<file path="src/rtl/snake_body_move_if.sv">
// Bundles the snake mover's key/grow inputs and its position/status outputs.
// slave is the snake mover itself; master is the surrounding game logic.
interface snake_body_move_if #(
  parameter int MAX_LEN = 16
);
  logic                   key_up;
  logic                   key_down;
  logic                   key_left;
  logic                   key_right;
  logic                   add_cube;
  logic [5:0]             head_x;
  logic [5:0]             head_y;
  logic [6*MAX_LEN-1:0]   body_x;
  logic [6*MAX_LEN-1:0]   body_y;
  logic [4:0]             body_len;
  logic                   step;
  logic                   game_over;

  modport master (
    output key_up, key_down, key_left, key_right, add_cube,
    input  head_x, head_y, body_x, body_y, body_len, step, game_over
  );

  modport slave (
    input  key_up, key_down, key_left, key_right, add_cube,
    output head_x, head_y, body_x, body_y, body_len, step, game_over
  );
endinterface

</file>
<file path="src/rtl/snake_body_move.sv">
// Snake position/direction/length keeper: steps once per MOVE_DIV clocks,
// grows on apple requests and stops in DEAD on wall or self collision.
module snake_body_move #(
  parameter int MAX_LEN  = 16,
  parameter int INIT_LEN = 3,
  parameter int MOVE_DIV = 12_500_000,
  parameter int X_MAX    = 39,
  parameter int Y_MAX    = 29
) (
  input  logic             clk,
  input  logic             rst,
  snake_body_move_if.slave bus
);
  localparam int CW = $clog2(MOVE_DIV);

  typedef enum logic [1:0] {
    DIR_UP    = 2'd0,
    DIR_DOWN  = 2'd1,
    DIR_LEFT  = 2'd2,
    DIR_RIGHT = 2'd3
  } dir_t;

  typedef enum logic {
    RUN  = 1'b0,
    DEAD = 1'b1
  } state_t;

  state_t        state_reg, state_next;
  logic [CW-1:0] cnt_reg;
  dir_t          dir_reg, commit_reg, req_dir, ref_dir;
  logic          req_valid, accept;
  logic          grow_pending_reg, grow_eff;
  logic [5:0]    seg_x_reg [MAX_LEN];
  logic [5:0]    seg_y_reg [MAX_LEN];
  logic [4:0]    body_len_reg, self_lim;
  logic [5:0]    next_x, next_y;
  logic          wall_hit, self_hit, collide;
  logic          tick, run, move;
  logic          step_reg;

  assign tick    = (cnt_reg == CW'(MOVE_DIV - 1));
  assign run     = (state_reg == RUN);
  assign collide = wall_hit | self_hit;
  assign move    = tick & run & ~collide;

  always_ff @(posedge clk or negedge rst) begin
    if (!rst) begin
      cnt_reg <= '0;
    end else if (tick) begin
      cnt_reg <= '0;
    end else begin
      cnt_reg <= cnt_reg + 1'b1;
    end
  end

  always_comb begin
    req_valid = 1'b1;
    req_dir   = DIR_UP;
    if (bus.key_up) begin
      req_dir = DIR_UP;
    end else if (bus.key_down) begin
      req_dir = DIR_DOWN;
    end else if (bus.key_left) begin
      req_dir = DIR_LEFT;
    end else if (bus.key_right) begin
      req_dir = DIR_RIGHT;
    end else begin
      req_valid = 1'b0;
    end
  end

  // In the stepping cycle dir_reg is about to become the committed direction,
  // so a same-cycle request is checked against it to forbid a 180-degree turn.
  assign ref_dir = tick ? dir_reg : commit_reg;
  assign accept  = req_valid && (req_dir != dir_t'(ref_dir ^ 2'b01));

  always_ff @(posedge clk or negedge rst) begin
    if (!rst) begin
      dir_reg    <= DIR_RIGHT;
      commit_reg <= DIR_RIGHT;
    end else begin
      if (accept) begin
        dir_reg <= req_dir;
      end
      if (move) begin
        commit_reg <= dir_reg;
      end
    end
  end

  always_ff @(posedge clk or negedge rst) begin
    if (!rst) begin
      grow_pending_reg <= 1'b0;
    end else if (tick && run) begin
      grow_pending_reg <= 1'b0;
    end else if (bus.add_cube) begin
      grow_pending_reg <= 1'b1;
    end
  end

  assign grow_eff = (grow_pending_reg | bus.add_cube) && (body_len_reg < 5'(MAX_LEN));

  always_comb begin
    next_x = seg_x_reg[0];
    next_y = seg_y_reg[0];
    unique case (dir_reg)
      DIR_UP:    next_y = seg_y_reg[0] - 6'd1;
      DIR_DOWN:  next_y = seg_y_reg[0] + 6'd1;
      DIR_LEFT:  next_x = seg_x_reg[0] - 6'd1;
      DIR_RIGHT: next_x = seg_x_reg[0] + 6'd1;
    endcase
  end

  assign wall_hit = (next_x == 6'd0) || (next_x == 6'(X_MAX)) ||
                    (next_y == 6'd0) || (next_y == 6'(Y_MAX));

  // A growing snake keeps its tail, so the tail cell counts as occupied.
  always_comb begin
    self_lim = grow_eff ? body_len_reg : body_len_reg - 5'd1;
    self_hit = 1'b0;
    for (int i = 0; i < MAX_LEN; i++) begin
      if ((5'(i) < self_lim) && (seg_x_reg[i] == next_x) && (seg_y_reg[i] == next_y)) begin
        self_hit = 1'b1;
      end
    end
  end

  always_ff @(posedge clk or negedge rst) begin
    if (!rst) begin
      for (int i = 0; i < MAX_LEN; i++) begin
        seg_x_reg[i] <= (i < INIT_LEN) ? 6'(20 - i) : 6'd0;
        seg_y_reg[i] <= (i < INIT_LEN) ? 6'd15 : 6'd0;
      end
    end else if (move) begin
      seg_x_reg[0] <= next_x;
      seg_y_reg[0] <= next_y;
      for (int i = 1; i < MAX_LEN; i++) begin
        seg_x_reg[i] <= seg_x_reg[i-1];
        seg_y_reg[i] <= seg_y_reg[i-1];
      end
    end
  end

  always_ff @(posedge clk or negedge rst) begin
    if (!rst) begin
      body_len_reg <= 5'(INIT_LEN);
      step_reg     <= 1'b0;
    end else begin
      step_reg <= move;
      if (move && grow_eff) begin
        body_len_reg <= body_len_reg + 5'd1;
      end
    end
  end

  always_ff @(posedge clk or negedge rst) begin
    if (!rst) begin
      state_reg <= RUN;
    end else begin
      state_reg <= state_next;
    end
  end

  always_comb begin
    state_next = state_reg;
    if (state_reg == RUN && tick && collide) begin
      state_next = DEAD;
    end
  end

  always_comb begin
    bus.game_over = (state_reg == DEAD);
  end

  genvar gi;
  generate
    for (gi = 0; gi < MAX_LEN; gi++) begin : g_pack
      assign bus.body_x[6*gi +: 6] = seg_x_reg[gi];
      assign bus.body_y[6*gi +: 6] = seg_y_reg[gi];
    end
  endgenerate

  assign bus.head_x   = seg_x_reg[0];
  assign bus.head_y   = seg_y_reg[0];
  assign bus.body_len = body_len_reg;
  assign bus.step     = step_reg;
endmodule

</file>
<file path="src/flat_wrapper.sv">
// flat-port wrapper written by rule: the top's interface ports become plain ports
module snake_body_move_flat 
#(
  parameter int MAX_LEN  = 16,
  parameter int INIT_LEN = 3,
  parameter int MOVE_DIV = 12_500_000,
  parameter int X_MAX    = 39,
  parameter int Y_MAX    = 29
)
  (clk, rst, bus_key_up, bus_key_down, bus_key_left, bus_key_right, bus_add_cube, bus_head_x, bus_head_y, bus_body_x, bus_body_y, bus_body_len, bus_step, bus_game_over);
  snake_body_move_if #(.MAX_LEN(MAX_LEN)) bus_i ();
  input  logic clk;
  input  logic rst;
  input wire logic [$bits(bus_i.key_up)-1:0] bus_key_up;
  input wire logic [$bits(bus_i.key_down)-1:0] bus_key_down;
  input wire logic [$bits(bus_i.key_left)-1:0] bus_key_left;
  input wire logic [$bits(bus_i.key_right)-1:0] bus_key_right;
  input wire logic [$bits(bus_i.add_cube)-1:0] bus_add_cube;
  output wire logic [$bits(bus_i.head_x)-1:0] bus_head_x;
  output wire logic [$bits(bus_i.head_y)-1:0] bus_head_y;
  output wire logic [$bits(bus_i.body_x)-1:0] bus_body_x;
  output wire logic [$bits(bus_i.body_y)-1:0] bus_body_y;
  output wire logic [$bits(bus_i.body_len)-1:0] bus_body_len;
  output wire logic [$bits(bus_i.step)-1:0] bus_step;
  output wire logic [$bits(bus_i.game_over)-1:0] bus_game_over;
  assign bus_i.key_up = bus_key_up;
  assign bus_i.key_down = bus_key_down;
  assign bus_i.key_left = bus_key_left;
  assign bus_i.key_right = bus_key_right;
  assign bus_i.add_cube = bus_add_cube;
  assign bus_head_x = bus_i.head_x;
  assign bus_head_y = bus_i.head_y;
  assign bus_body_x = bus_i.body_x;
  assign bus_body_y = bus_i.body_y;
  assign bus_body_len = bus_i.body_len;
  assign bus_step = bus_i.step;
  assign bus_game_over = bus_i.game_over;
  snake_body_move #(.MAX_LEN(MAX_LEN), .INIT_LEN(INIT_LEN), .MOVE_DIV(MOVE_DIV), .X_MAX(X_MAX), .Y_MAX(Y_MAX)) u_core (.clk(clk), .rst(rst), .bus(bus_i));
endmodule
</file>
<file path="config.mk">
export PLATFORM = sky130hd
export DESIGN_NAME = snake_body_move_flat
export DESIGN_NICKNAME = d
export VERILOG_FILES = /design/src/rtl/snake_body_move_if.sv /design/src/rtl/snake_body_move.sv /design/src/flat_wrapper.sv
export SDC_FILE = /design/constraint.sdc
export NUM_CORES = 1
export LEC_CHECK = 0
export CORE_MARGIN = 2
export CORE_UTILIZATION = 51
export CTS_CLUSTER_DIAMETER = 150
export CTS_CLUSTER_SIZE = 30
export DETAILED_ROUTE_END_ITERATION = 7
export HOLD_SLACK_MARGIN = 0.12
export PLACE_DENSITY = 0.78
export SYNTH_ARGS = -nofsm -noshare
export SYNTH_HDL_FRONTEND = slang
export SYNTH_SLANG_ARGS = --single-unit
</file>
<file path="constraint.sdc">
create_clock -name clk -period 13.92 [get_ports clk]
set_clock_uncertainty 0.15 [all_clocks]
set_input_delay 2.784 -clock clk [delete_from_list [all_inputs] [get_ports clk]]
set_output_delay 2.784 -clock clk [all_outputs]
set_load 0.03 [all_outputs]
</file>
==> qor_table.md, run 1 <==
| Step | Metric | Value |
|:---|:---|:---|
| clocking | Clock tree root driver cell | sky130_fd_sc_hd__clkbuf_16 |
| floorplan | Total die area | 28800 um^2 |
| drt | Drt initial violations | 731 |
| synth | Post-synthesis instance area | 14000 um^2 |
| clocking | Worst skew pair latency | 0.50 ns |
| floorplan | Height of the die | 170 um |
| drt | Overall routed net length | 39.2 mm |
| grt | Via count of the first global-routing pass | 10300 |
| power | Lkg Pwr | 7.32 nW |
| grt | Top Usage Layer GRT | met2 |
| power | Worst IR drop on VDD | 0.0610 mV |
| job | Max-cap check violation count | 0 |
| synth | Net Count, Synth | 1212 |
| synth | Distinct cell type count after synthesis | 92 |
| layout | Area Overhead vs Synth | 16.6% |
| grt | Pin count of the biggest net entering global routing | 80 |
| power | Power per cell area | 75.8 nW/um^2 |
| clocking | Maximum root-to-sink buffer count | 3 |
| floorplan | Site row count | 60 |
| layout | Antenna diode instance count | 0 |
| drt | Detail-routed net length per standard cell | 23.0 um |
| synth | Number of enable-type register cells in the synthesized netlist | 0 |
| drt | First-pass iteration count of the detailed router | 5 |
| worst setup path | Data required time at the worst endpoint | 14.15 ns |
| synth | Area share of the largest cell type after synthesis | 36.2% |
| floorplan | Effective utilization at floorplan | 52.1% |
| grt | Overall overflow remaining after global route | 0 |
| drt | Number of remaining DRC errors | 0 |
| place | # port buffers | 217 |
| sta | RSZ-0062 raised after global routing | no |
| drt | Via count | 10200 |
| grt | Initial antenna violation count | 2 |
| layout | Share of cells above drive strength 1 | 13.8% |
| grt | GR met2 Demand/Resource | 44.7% |
| synth | Ys async rst share | 100% |
| synth | Synth Warn # | 0 |
| sta | Total of endpoints with negative setup slack in the final report | 0 |
| worst hold path | Hold Path Class | reg2reg |
| clocking | Clock net sink count | 228 |
| layout | Leading cell types in the layout, fill and taps excluded | sky130_fd_sc_hd__clkdlybuf4s50_1 (216), sky130_fd_sc_hd__dfrtp_1 (203), sky130_fd_sc_hd__xnor2_1 (124) |
| sta | Crit share post-route | 53.6% |
| clocking | Clock tree from TritonCTS | yes |
| sta | Accumulated negative setup slack | 0 ns |
| clocking | Clock transition time at the flip-flop clock pins of the worst setup and hold paths | 0.11 ns |
| worst setup path | Nature of the critical path endpoint | flip-flop |
| place | Global placer's final weighted congestion | 1.01 |
| place | Post-place instance area | 16100 um^2 |
| clocking | Post-CTS Resized | 0 |
| floorplan | Width of the die | 170 um |
| floorplan | I/O pin count | 218 |
| grt | Met1 GRT Util | 37.6% |
| worst setup path | Kind of start point of the critical path | input pin |
| grt | Global-route wire length before repair | 61.0 mm |
| synth | Most area-hungry cell type in the Yosys netlist | sky130_fd_sc_hd__dfrtp_1 |
| sta | Clock period minus final worst setup slack | 7.46 ns |
| synth | Proportion of synthesized chip area in sequential cells | 40.9% |
| sta | Worst slew margin relative to its limit | 15.2% |
| grt | Met3 layer usage reported by global route | 4.95% |
| outcome | Status | finished clean |
| sta | Worst Hold Slack | 0.345 ns |
| sta | Pins over their slew limit | 0 |
| sta | Slew of the pin with the lowest slew margin | 1.24 ns |
| synth | Synthesized flop and latch total | 228 |
| sta | Final count of hold timing violations | 0 |
| sta | Fmax achieved | 134 MHz |
| synth | Mean Syn Cell Area | 11.8 um^2 |
| synth | Predominant post-synthesis flop cell | sky130_fd_sc_hd__dfrtp_1 |
| clocking | # hold bufs at CTS | 0 |
| drt | Ratio of routed vias to standard cells | 5.98 |
| layout | Post-layout net count | 1384 |
| layout | Most frequent standard cell in the layout excluding fill and tap cells | sky130_fd_sc_hd__clkdlybuf4s50_1 |
| floorplan | Placeable core region | 27000 um^2 |
| worst setup path | CP Max Fanout | 65 |
| synth | Cells after synthesis | 1192 |
| synth | Top post-synthesis cells by area | sky130_fd_sc_hd__dfrtp_1 (36%), sky130_fd_sc_hd__mux2_4 (11%), sky130_fd_sc_hd__xnor2_1 (7.7%), sky130_fd_sc_hd__mux2_1 (5.9%), sky130_fd_sc_hd__xor2_1 (5.6%) |
| clocking | Clock buffer count from CTS | 11 |
| grt | Total track usage | 27.4% |
| clocking | Buffer count from post-CTS setup fixing | 0 |
| clocking | CTS H-tree lvls | 1 |
| worst setup path | Crit path kind | in2reg |
| worst setup path | Arrival time worst endpoint | 7.69 ns |
| layout | Summed area of non-filler cells in the final layout | 16400 um^2 |
| drt | Number of nets with antenna violations after routing | 0 |
| place | HPWL reported at the end of detailed placement | 28.8 mm |
worst max-delay path, stage by stage:
cell,delay [ns]
sky130_fd_sc_hd__clkdlybuf4s50_1,0.47
sky130_fd_sc_hd__o21bai_1,0.37
sky130_fd_sc_hd__mux2i_1,0.40
sky130_fd_sc_hd__o22a_1,0.20
sky130_fd_sc_hd__nor2_1,0.06
sky130_fd_sc_hd__or4_1,0.57
sky130_fd_sc_hd__or4_1,0.44
sky130_fd_sc_hd__o221ai_2,0.11
sky130_fd_sc_hd__nor4_4,0.12
sky130_fd_sc_hd__nand3_4,0.16
sky130_fd_sc_hd__buf_4,0.83
sky130_fd_sc_hd__buf_4,0.72
sky130_fd_sc_hd__mux2_1,0.39
Yosys cell counts, types with 12 or more instances:
master	number
sky130_fd_sc_hd__xnor2_1	124
sky130_fd_sc_hd__xor2_1	90
sky130_fd_sc_hd__inv_1	25
sky130_fd_sc_hd__dfrtp_1	203
sky130_fd_sc_hd__nor3_1	29
sky130_fd_sc_hd__mux2_4	100
sky130_fd_sc_hd__nor2_1	36
sky130_fd_sc_hd__buf_2	20
sky130_fd_sc_hd__nand3_1	33
sky130_fd_sc_hd__o21ai_0	36
sky130_fd_sc_hd__a21oi_1	22
sky130_fd_sc_hd__nand2_1	44
sky130_fd_sc_hd__buf_12	12
sky130_fd_sc_hd__o21ai_1	14
sky130_fd_sc_hd__dfstp_2	25
sky130_fd_sc_hd__nand4_1	18
sky130_fd_sc_hd__mux2_1	74
sky130_fd_sc_hd__or3_1	16
sky130_fd_sc_hd__nor4_1	25
sky130_fd_sc_hd__buf_4	16
layout make-up:
type | instances | area, um^2
Timing Repair Buffer | 233 | 2300
Inverter | 25 | 93.8
Clock buffer | 15 | 290
Multi-Input combinational cell | 865 | 7500
Fill cell | 2151 | 10600
Clock inverter | 1 | 16.3
Tap cell | 341 | 427
Sequential cell | 228 | 5740
per-stage QoR:
step                      total power, W  util (%)  setup WS (ns)  instances
final                            0.00124      60.7           6.46       1708
after global routing             0.00128      60.7           6.25       1708
after CTS                        0.00124      60.7           6.53       1708
after detailed placement        0.000880      59.6           6.04       1692
after global placement          0.000878      59.6           6.16       1692
after floorplan                 0.000826         -           8.15       1192
worst paths after layout:
check | depth (start not counted) | startpoint | to | slack (ns)
worst max-delay path | 13 | bus_add_cube | u_core.bus.body_x[27] | 6.46
worst min-delay path | 1 | u_core.cnt_reg[0] | u_core.cnt_reg[0] | 0.34
worst max register to register | 16 | u_core.dir_reg[1] | u_core.bus.body_x[27] | 6.56
worst min register to register | 1 | u_core.cnt_reg[0] | u_core.cnt_reg[0] | 0.34
max in group asynchronous | 3 | rst | u_core.bus.body_y[28] | 9.16
min in group asynchronous | 1 | rst | u_core.bus.step | 2.07
cell families (layout without fill, tap and decap cells):
kind of cell | Yosys count | in the layout | share of synthesized area [%]
buffers and inverters | 99 | 274 | 5.66
xor gates and xnor gates | 224 | 224 | 14.9
and+or+nand+nor | 283 | 283 | 11.5
DFF | 228 | 228 | 40.9
muxes | 190 | 190 | 17.8
AOI/OAI and AO/OA | 155 | 155 | 7.96
adders and majority gates | 13 | 13 | 1.27
per-layer routing:
| layer | part of all wire [%] | vias up |
|---|---|---|
| met5 | 0.036 | - |
| met4 | 2.3 | 2 |
| met3 | 7.1 | 67 |
| met2 | 48 | 369 |
| met1 | 43 | 5173 |
| li1 | - | 4598 |
power by group:
| group | internal (W) | switching (W) | total (W) |
|---|---|---|---|
| Sequential | 0.000664 | 0.00000139 | 0.000665 |
| Combinational | 0.0000731 | 0.000133 | 0.000206 |
| Clock | 0.000151 | 0.000218 | 0.000369 |
| Total | 0.000888 | 0.000352 | 0.00124 |
Note: power is estimated with default switching activity, not from simulation.
==> run 2: changes to the inputs <==
==> constraint.sdc (replaced) <==
create_clock -name clk -period 7.8 [get_ports clk]
set_clock_uncertainty 0.15 [all_clocks]
set_input_delay 1.56 -clock clk [delete_from_list [all_inputs] [get_ports clk]]
set_output_delay 1.56 -clock clk [all_outputs]
set_load 0.03 [all_outputs]
==> run 2 against run 1 <==
Compared with the run above: largest power group unchanged; total power is 77% higher; flip-flop and latch count unchanged; wire length shrank 2.3%; sequential power grew 79%; first-iteration DRC count up 4.1%; clock power is 78% higher; setup slack got worse by 5.2 ns; largest cell class unchanged; utilization grew 0.17 points; count of clock-buffer cells in the layout is 1 higher; hold slack improved by 0.0033 ns.
==> qor_table.md, run 2 (same netlist as run 1, synthesis figures left out) <==
| Step | Metric | Value | Delta |
|:---|:---|:---|:---|
| outcome | Status | finished clean | unchanged |
| layout | Multi-input gate area | 7500 um^2 | unchanged |
| drt | Number of remaining DRC errors | 0 | unchanged |
| drt | First-pass iteration count of the detailed router | 5 | unchanged |
| grt | Initial antenna violation count | 2 | unchanged |
| layout | Fill cell instance count of the final layout | 2179 | was 2151 |
| clocking | CTS H-tree lvls | 1 | unchanged |
| drt | Drt initial violations | 761 | was 731 |
| drt | Met1 Wirelength | 16.6 mm | was 16.9 mm |
| clocking | Maximum root-to-sink buffer count | 3 | unchanged |
| grt | Pin count of the biggest net entering global routing | 85 | was 80 |
| drt | Via count | 10100 | was 10200 |
| sta | Worst slew margin relative to its limit | 23.2% | was 15.2% |
| drt | Met2 wire length | 18.1 mm | was 18.7 mm |
| place | # port buffers | 217 | unchanged |
| layout | Share of cells above drive strength 1 | 13.7% | was 13.8% |
| worst setup path | Slowest cell delay on critical path | 0.88 ns | was 0.83 ns |
| worst setup path | Critical path, cell by cell | nand2b_1, inv_1, fa_1, mux2i_2, xor2_1, a2111oi_0, nand3_1, or4b_1, o221ai_1, nor3_2, nand3_4, buf_12, mux2_1 | was clkdlybuf4s50_1, o21bai_1, mux2i_1, o22a_1, nor2_1, or4_1, or4_1, o221ai_2, nor4_4, nand3_4, buf_4, buf_4, mux2_1 |
| sta | RSZ-0062 raised after global routing | no | unchanged |
| worst setup path | Crit path kind | reg2reg | was in2reg |
| floorplan | Effective utilization at floorplan | 52.1% | unchanged |
| worst setup path | Kind of start point of the critical path | flip-flop | was input pin |
| worst setup path | Startpoint of the most critical setup path | u_core.dir_reg[1] | was bus_add_cube |
| clocking | Clock buffer count from CTS | 11 | unchanged |
| worst setup path | Nature of the critical path endpoint | flip-flop | unchanged |
| sta | Crit share post-route | 84.1% |  |
| layout | Most frequent standard cell in the layout excluding fill and tap cells | sky130_fd_sc_hd__clkdlybuf4s50_1 | unchanged |
| power | Lkg Pwr | 7.34 nW | was 7.32 nW |
| place | HPWL reported at the end of detailed placement | 28.4 mm | was 28.8 mm |
| drt | Highest metal layer with signal wires | met4 | was met5 |
| drt | Amount of wire on met3 after detailed routing | 2.52 mm | was 2.78 mm |
| layout | Post-layout net count | 1383 | was 1384 |
| drt | Number of nets with antenna violations after routing | 0 | unchanged |
| worst setup path | Slowest cell on the critical path | sky130_fd_sc_hd__mux2i_2 | was sky130_fd_sc_hd__buf_4 |
| grt | Overall overflow remaining after global route | 0 | unchanged |
| clocking | # hold bufs at CTS | 0 | unchanged |
| sta | Total of endpoints with negative setup slack in the final report | 0 | unchanged |
| sta | Final count of hold timing violations | 0 | unchanged |
| power | Overall power | 0.00220 W | was 0.00124 W |
| floorplan | Width of the die | 170 um | unchanged |
| worst setup path | Reg2reg start | u_core.dir_reg[1] | unchanged |
| layout | Leading cell types in the layout, fill and taps excluded | sky130_fd_sc_hd__clkdlybuf4s50_1 (216), sky130_fd_sc_hd__dfrtp_1 (203), sky130_fd_sc_hd__xnor2_1 (124) | unchanged |
| floorplan | Height of the die | 170 um | unchanged |
| layout | Area used by sequential logic in the layout | 5740 um^2 | unchanged |
| drt | Overall routed net length | 38.3 mm | was 39.2 mm |
| clocking | Clock tree from TritonCTS | yes | unchanged |
| clocking | Clock transition time at the flip-flop clock pins of the worst setup and hold paths | 0.12 ns | was 0.11 ns |
| sta | Accumulated negative setup slack | 0 ns | unchanged |
| floorplan | Site row count | 60 | unchanged |
| sta | Clock period minus final worst setup slack | 6.56 ns |  |
| floorplan | Total die area | 28800 um^2 | unchanged |
| clocking | Clock tree root driver cell | sky130_fd_sc_hd__clkbuf_16 | unchanged |
| place | Global placer's final weighted congestion | 0.943 | was 1.01 |
| floorplan | I/O pin count | 218 | unchanged |
| sta | Worst Hold Slack | 0.348 ns | was 0.345 ns |
| job | Max-cap check violation count | 0 | unchanged |
| layout | Antenna diode instance count | 0 | unchanged |
| worst setup path | Capture point of the worst reg-to-reg path | u_core.bus.body_x[85] | was u_core.bus.body_x[27] |
| power | Power per cell area | 134 nW/um^2 | was 75.8 nW/um^2 |
| grt | Total track usage | 26.6% | was 27.4% |
| worst setup path | CP Max Fanout | 50 | was 65 |
| sta | Pins over their slew limit | 0 | unchanged |
| worst setup path | Data required time at the worst endpoint | 8.01 ns | was 14.15 ns |
| worst setup path | Worst reg-to-reg path cell count | 13 | was 16 |
| worst setup path | Setup slack on the worst flop-to-flop path | 1.24 ns | was 6.56 ns |
| sta | Fmax achieved | 152 MHz |  |
| clocking | Worst skew pair latency | 0.49 ns | was 0.50 ns |
| worst setup path | Arrival time worst endpoint | 6.77 ns | was 7.69 ns |
| power | Worst IR drop on VDD | 0.135 mV | was 0.0610 mV |
| clocking | Post-CTS Resized | 0 | unchanged |
| worst setup path | Setup crit end | u_core.bus.body_x[85] | was u_core.bus.body_x[27] |
| drt | Ratio of routed vias to standard cells | 5.92 | was 5.98 |
| clocking | Clock net sink count | 228 | unchanged |
| layout | Area Overhead vs Synth | 17.0% | was 16.6% |
| floorplan | Placeable core region | 27000 um^2 | unchanged |
| worst hold path | Hold Path Class | reg2reg | unchanged |
| grt | Global-route wire length before repair | 59.2 mm | was 61.0 mm |
| clocking | Buffer count from post-CTS setup fixing | 0 | unchanged |
| drt | Detail-routed net length per standard cell | 22.4 um | was 23.0 um |
| grt | Via count of the first global-routing pass | 9944 | was 10300 |
| sta | Slew of the pin with the lowest slew margin | 1.12 ns | was 1.24 ns |
## run 2: where the power goes
part	leakage (nW)	internal, W	switching [W]
combinational	4.13	0.000128	0.000224
sequential	3.07	0.00118	0.00000586
clock	0.148	0.000271	0.000386
total	7.34	0.00158	0.000616
## run 2: worst max-delay path, delay by kind of cell (launching register included)
kind,cells,cell delay [ns]
AND/OR/NAND/NOR,5,1.89
buffers and inverters,2,0.49
XOR/XNOR,1,0.12
multiplexers,2,1.24
AO/OA/AOI/OAI,2,0.93
flip-flops,1,0.86
adder cells (fa/ha/maj),1,0.72
## run 2: worst min path at each step
stage / startpoint / end / slack [ns] / depth (start not counted)
detailed placement: u_core.cnt_reg[0] / u_core.cnt_reg[0] / 0.33 / 1
global route: u_core.cnt_reg[4] / u_core.cnt_reg[4] / 0.38 / 1
global placement: u_core.cnt_reg[4] / u_core.cnt_reg[4] / 0.32 / 1
floorplan: u_core.cnt_reg[4] / u_core.cnt_reg[4] / 0.30 / 1
finish: u_core.cnt_reg[0] / u_core.cnt_reg[0] / 0.35 / 1
CTS: u_core.cnt_reg[0] / u_core.cnt_reg[0] / 0.35 / 1
## run 2: per-layer routing
layer / up-vias / global-route usage, %
li1: 4591 / -
met1: 5087 / 37.1
met2: 366 / 43.1
met3: 66 / 4.21
met4: 0 / 7.51
met5: - / 0
## run 2: metrics by stage
step                      utilization (%)  area (um^2)  cells  worst slack, ns
after floorplan                         -        14000   1192             2.82
after global placement               59.7        16100   1691             1.35
after detailed placement             59.7        16100   1691             1.34
after CTS                            60.9        16400   1708             1.28
after global routing                 60.9        16400   1708            0.793
final                                60.9        16400   1708             1.24
## run 2: cell type report
type | count | area share [%]
multi-input cells | 865 | 45.7
flip-flops and latches | 228 | 35.0
clock buffers | 16 | 1.79
clock inverters | 1 | 0.0991
well taps | 341 | 2.60
inverters | 25 | 0.572
repair buffers | 232 | 14.3
==> run 3: changes to the inputs <==
==> constraint.sdc (replaced) <==
create_clock -name clk -period 6.16 [get_ports clk]
set_clock_uncertainty 0.15 [all_clocks]
set_input_delay 1.232 -clock clk [delete_from_list [all_inputs] [get_ports clk]]
set_output_delay 1.232 -clock clk [all_outputs]
set_load 0.03 [all_outputs]
==> run 3 against run 2 <==
Compared with the run above: count of clock-buffer cells in the layout decreased by 1; register-to-register slack got worse by 0.68 ns; critical path depth increased by 1; setup slack got worse by 0.68 ns; flip-flop and latch count unchanged; clock power increased by 26%; combinational power increased by 28%; global-route usage about the same; sequential share of layout area decreased by 0.15 points; maximum frequency increased by 17%.
==> qor_table.md, run 3 (same netlist as run 1, synthesis figures left out) <==
| Step | Metric | Value | Delta |
|:---|:---|:---|:---|
| sta | Total of endpoints with negative setup slack in the final report | 0 | unchanged |
| layout | Leading cell types in the layout, fill and taps excluded | sky130_fd_sc_hd__clkdlybuf4s50_1 (216), sky130_fd_sc_hd__dfrtp_1 (203), sky130_fd_sc_hd__xnor2_1 (124) | unchanged |
| sta | Final count of hold timing violations | 0 | unchanged |
| sta | Crit share post-route | 90.8% | was 84.1% |
| clocking | Maximum root-to-sink buffer count | 3 | unchanged |
| clocking | Buffer count from post-CTS setup fixing | 0 | unchanged |
| grt | Via count of the first global-routing pass | 10100 | was 9944 |
| layout | Area Overhead vs Synth | 17.5% | was 17.0% |
| grt | Initial antenna violation count | 0 | was 2 |
| floorplan | Width of the die | 170 um | unchanged |
| clocking | Clock net sink count | 228 | unchanged |
| place | Global placer's final weighted congestion | 0.951 | was 0.943 |
| layout | Multi-input gate area | 7500 um^2 | unchanged |
| place | # port buffers | 217 | unchanged |
| outcome | Status | finished clean | unchanged |
| drt | Detail-routed net length per standard cell | 22.4 um | about the same |
| clocking | Post-CTS Resized | 0 | unchanged |
| layout | Antenna diode instance count | 0 | unchanged |
| layout | Area used by sequential logic in the layout | 5740 um^2 | unchanged |
| clocking | Clock tree from TritonCTS | yes | unchanged |
| clocking | Clock tree root driver cell | sky130_fd_sc_hd__clkbuf_16 | unchanged |
| worst setup path | Arrival time worst endpoint | 5.81 ns | was 6.77 ns |
| power | Lkg Pwr | 7.39 nW | was 7.34 nW |
| worst setup path | CP Max Fanout | 49 | was 50 |
| clocking | Worst skew pair latency | 0.49 ns | about the same |
| floorplan | Total die area | 28800 um^2 | unchanged |
| worst setup path | Crit path kind | reg2reg | unchanged |
| drt | Via count | 10200 | was 10100 |
| drt | Drt initial violations | 820 | was 761 |
| sta | Slew of the pin with the lowest slew margin | 0.962 ns | was 1.12 ns |
| grt | Global-route wire length before repair | 59.2 mm | about the same |
| worst setup path | Kind of start point of the critical path | flip-flop | unchanged |
| clocking | Clock buffer count from CTS | 11 | unchanged |
| drt | Overall routed net length | 38.5 mm | was 38.3 mm |
| clocking | CTS H-tree lvls | 1 | unchanged |
| drt | Ratio of routed vias to standard cells | 5.96 | was 5.92 |
| drt | Number of remaining DRC errors | 0 | unchanged |
| floorplan | Effective utilization at floorplan | 52.1% | unchanged |
| job | Max-cap check violation count | 0 | unchanged |
| layout | Post-layout net count | 1393 | was 1383 |
| sta | Worst slew margin relative to its limit | 35.3% | was 23.2% |
| layout | Fill cell instance count of the final layout | 2157 | was 2179 |
| worst hold path | Hold Path Class | reg2reg | unchanged |
| place | Worst Setup Slack post-DPL | 0.639 ns | was 1.34 ns |
| floorplan | Height of the die | 170 um | unchanged |
| layout | Share of cells above drive strength 1 | 14.3% | was 13.7% |
| floorplan | Site row count | 60 | unchanged |
| floorplan | Placeable core region | 27000 um^2 | unchanged |
| sta | Pins over their slew limit | 0 | unchanged |
| sta | Final critical-path setup slack | 0.565 ns | was 1.24 ns |
| drt | Number of nets with antenna violations after routing | 0 | unchanged |
| drt | First-pass iteration count of the detailed router | 8 | was 5 |
| layout | Most frequent standard cell in the layout excluding fill and tap cells | sky130_fd_sc_hd__clkdlybuf4s50_1 | unchanged |
| grt | Overall overflow remaining after global route | 0 | unchanged |
| sta | Clock period minus final worst setup slack | 5.60 ns | was 6.56 ns |
| clocking | # hold bufs at CTS | 0 | unchanged |
| worst setup path | Data required time at the worst endpoint | 6.38 ns | was 8.01 ns |
| clocking | Clock transition time at the flip-flop clock pins of the worst setup and hold paths | 0.12 ns | about the same |
| floorplan | I/O pin count | 218 | unchanged |
| power | Power per cell area | 169 nW/um^2 | was 134 nW/um^2 |
| power | Worst IR drop on VDD | 0.139 mV | was 0.135 mV |
| worst setup path | Nature of the critical path endpoint | flip-flop | unchanged |
| grt | Total track usage | 26.6% | about the same |
| sta | Fmax achieved | 179 MHz | was 152 MHz |
| place | HPWL reported at the end of detailed placement | 28.6 mm | was 28.4 mm |
| grt | Pin count of the biggest net entering global routing | 125 | was 85 |
| sta | Accumulated negative setup slack | 0 ns | unchanged |
| sta | RSZ-0062 raised after global routing | no | unchanged |
[run 3: cell count changes in the layout (fill, tap and decap cells not counted)]
cell | before | now
sky130_fd_sc_hd__buf_4 | 11 | 21
sky130_fd_sc_hd__clkbuf_1 | 5 | 4
[run 3: worst paths after layout]
kind | start | endpoint | slack, ns | cells after the start
max | u_core.dir_reg[1] | u_core.bus.body_x[20] | 0.56 | 14
min | u_core.cnt_reg[4] | u_core.cnt_reg[4] | 0.34 | 1
max reg2reg | u_core.dir_reg[1] | u_core.bus.body_x[20] | 0.56 | 14
min reg2reg | u_core.cnt_reg[4] | u_core.cnt_reg[4] | 0.34 | 1
max in group asynchronous | rst | u_core.bus.body_y[35] | 4.11 | 2
min in group asynchronous | rst | u_core.bus.body_x[84] | 0.62 | 1
[run 3: per-layer routing]
layer | up-vias | share of wire (%) | global-route usage [%]
met5 | - | 0 | 0
met4 | 0 | 2.8 | 8.47
met3 | 73 | 6.3 | 4.26
met2 | 402 | 47 | 43.7
met1 | 5152 | 43 | 36.2
li1 | 4612 | - | -
[run 3: stage by stage]
| stage | hold slack (ns) | cell area, um^2 | util (%) | total power (W) | instances |
|---|---|---|---|---|---|
| floorplan | 0.301 | 14000 | - | 0.00187 | 1192 |
| global placement | 0.324 | 16200 | 60.0 | 0.00197 | 1701 |
| detailed placement | 0.328 | 16200 | 60.0 | 0.00198 | 1701 |
| CTS | 0.350 | 16500 | 61.2 | 0.00280 | 1717 |
| global route | 0.381 | 16500 | 61.2 | 0.00288 | 1717 |
| finish | 0.344 | 16500 | 61.2 | 0.00279 | 1717 |
[run 3: area by class of cell]
cell class,count,area share [%]
Clock inverter,1,0.0987
Clock buffer,15,1.76
Tap cell,341,2.59
Sequential cell,228,34.8
Timing Repair Buffer,242,14.7
Multi-Input combinational cell,865,45.5
Inverter,25,0.569
[run 3: critical path, stage by stage, from the launching register on]
cell and delay (ns):
sky130_fd_sc_hd__dfstp_2 0.67, sky130_fd_sc_hd__nand2b_1 0.33, sky130_fd_sc_hd__inv_1 0.10, sky130_fd_sc_hd__fa_1 0.47, sky130_fd_sc_hd__nor2b_1 0.27, sky130_fd_sc_hd__nor4b_1 0.11
sky130_fd_sc_hd__or3_1 0.79, sky130_fd_sc_hd__xor2_1 0.29, sky130_fd_sc_hd__a311oi_1 0.33, sky130_fd_sc_hd__or4b_1 0.51, sky130_fd_sc_hd__o221ai_1 0.32, sky130_fd_sc_hd__nor3_2 0.13
sky130_fd_sc_hd__nand3_4 0.29, sky130_fd_sc_hd__buf_12 0.35, sky130_fd_sc_hd__mux2_1 0.37
[run 3: report_power, final]
part           leakage, nW  internal [W]  switching [W]
Combinational         4.17      0.000165       0.000289
Sequential            3.07       0.00150     0.00000463
Clock                0.147      0.000341       0.000490
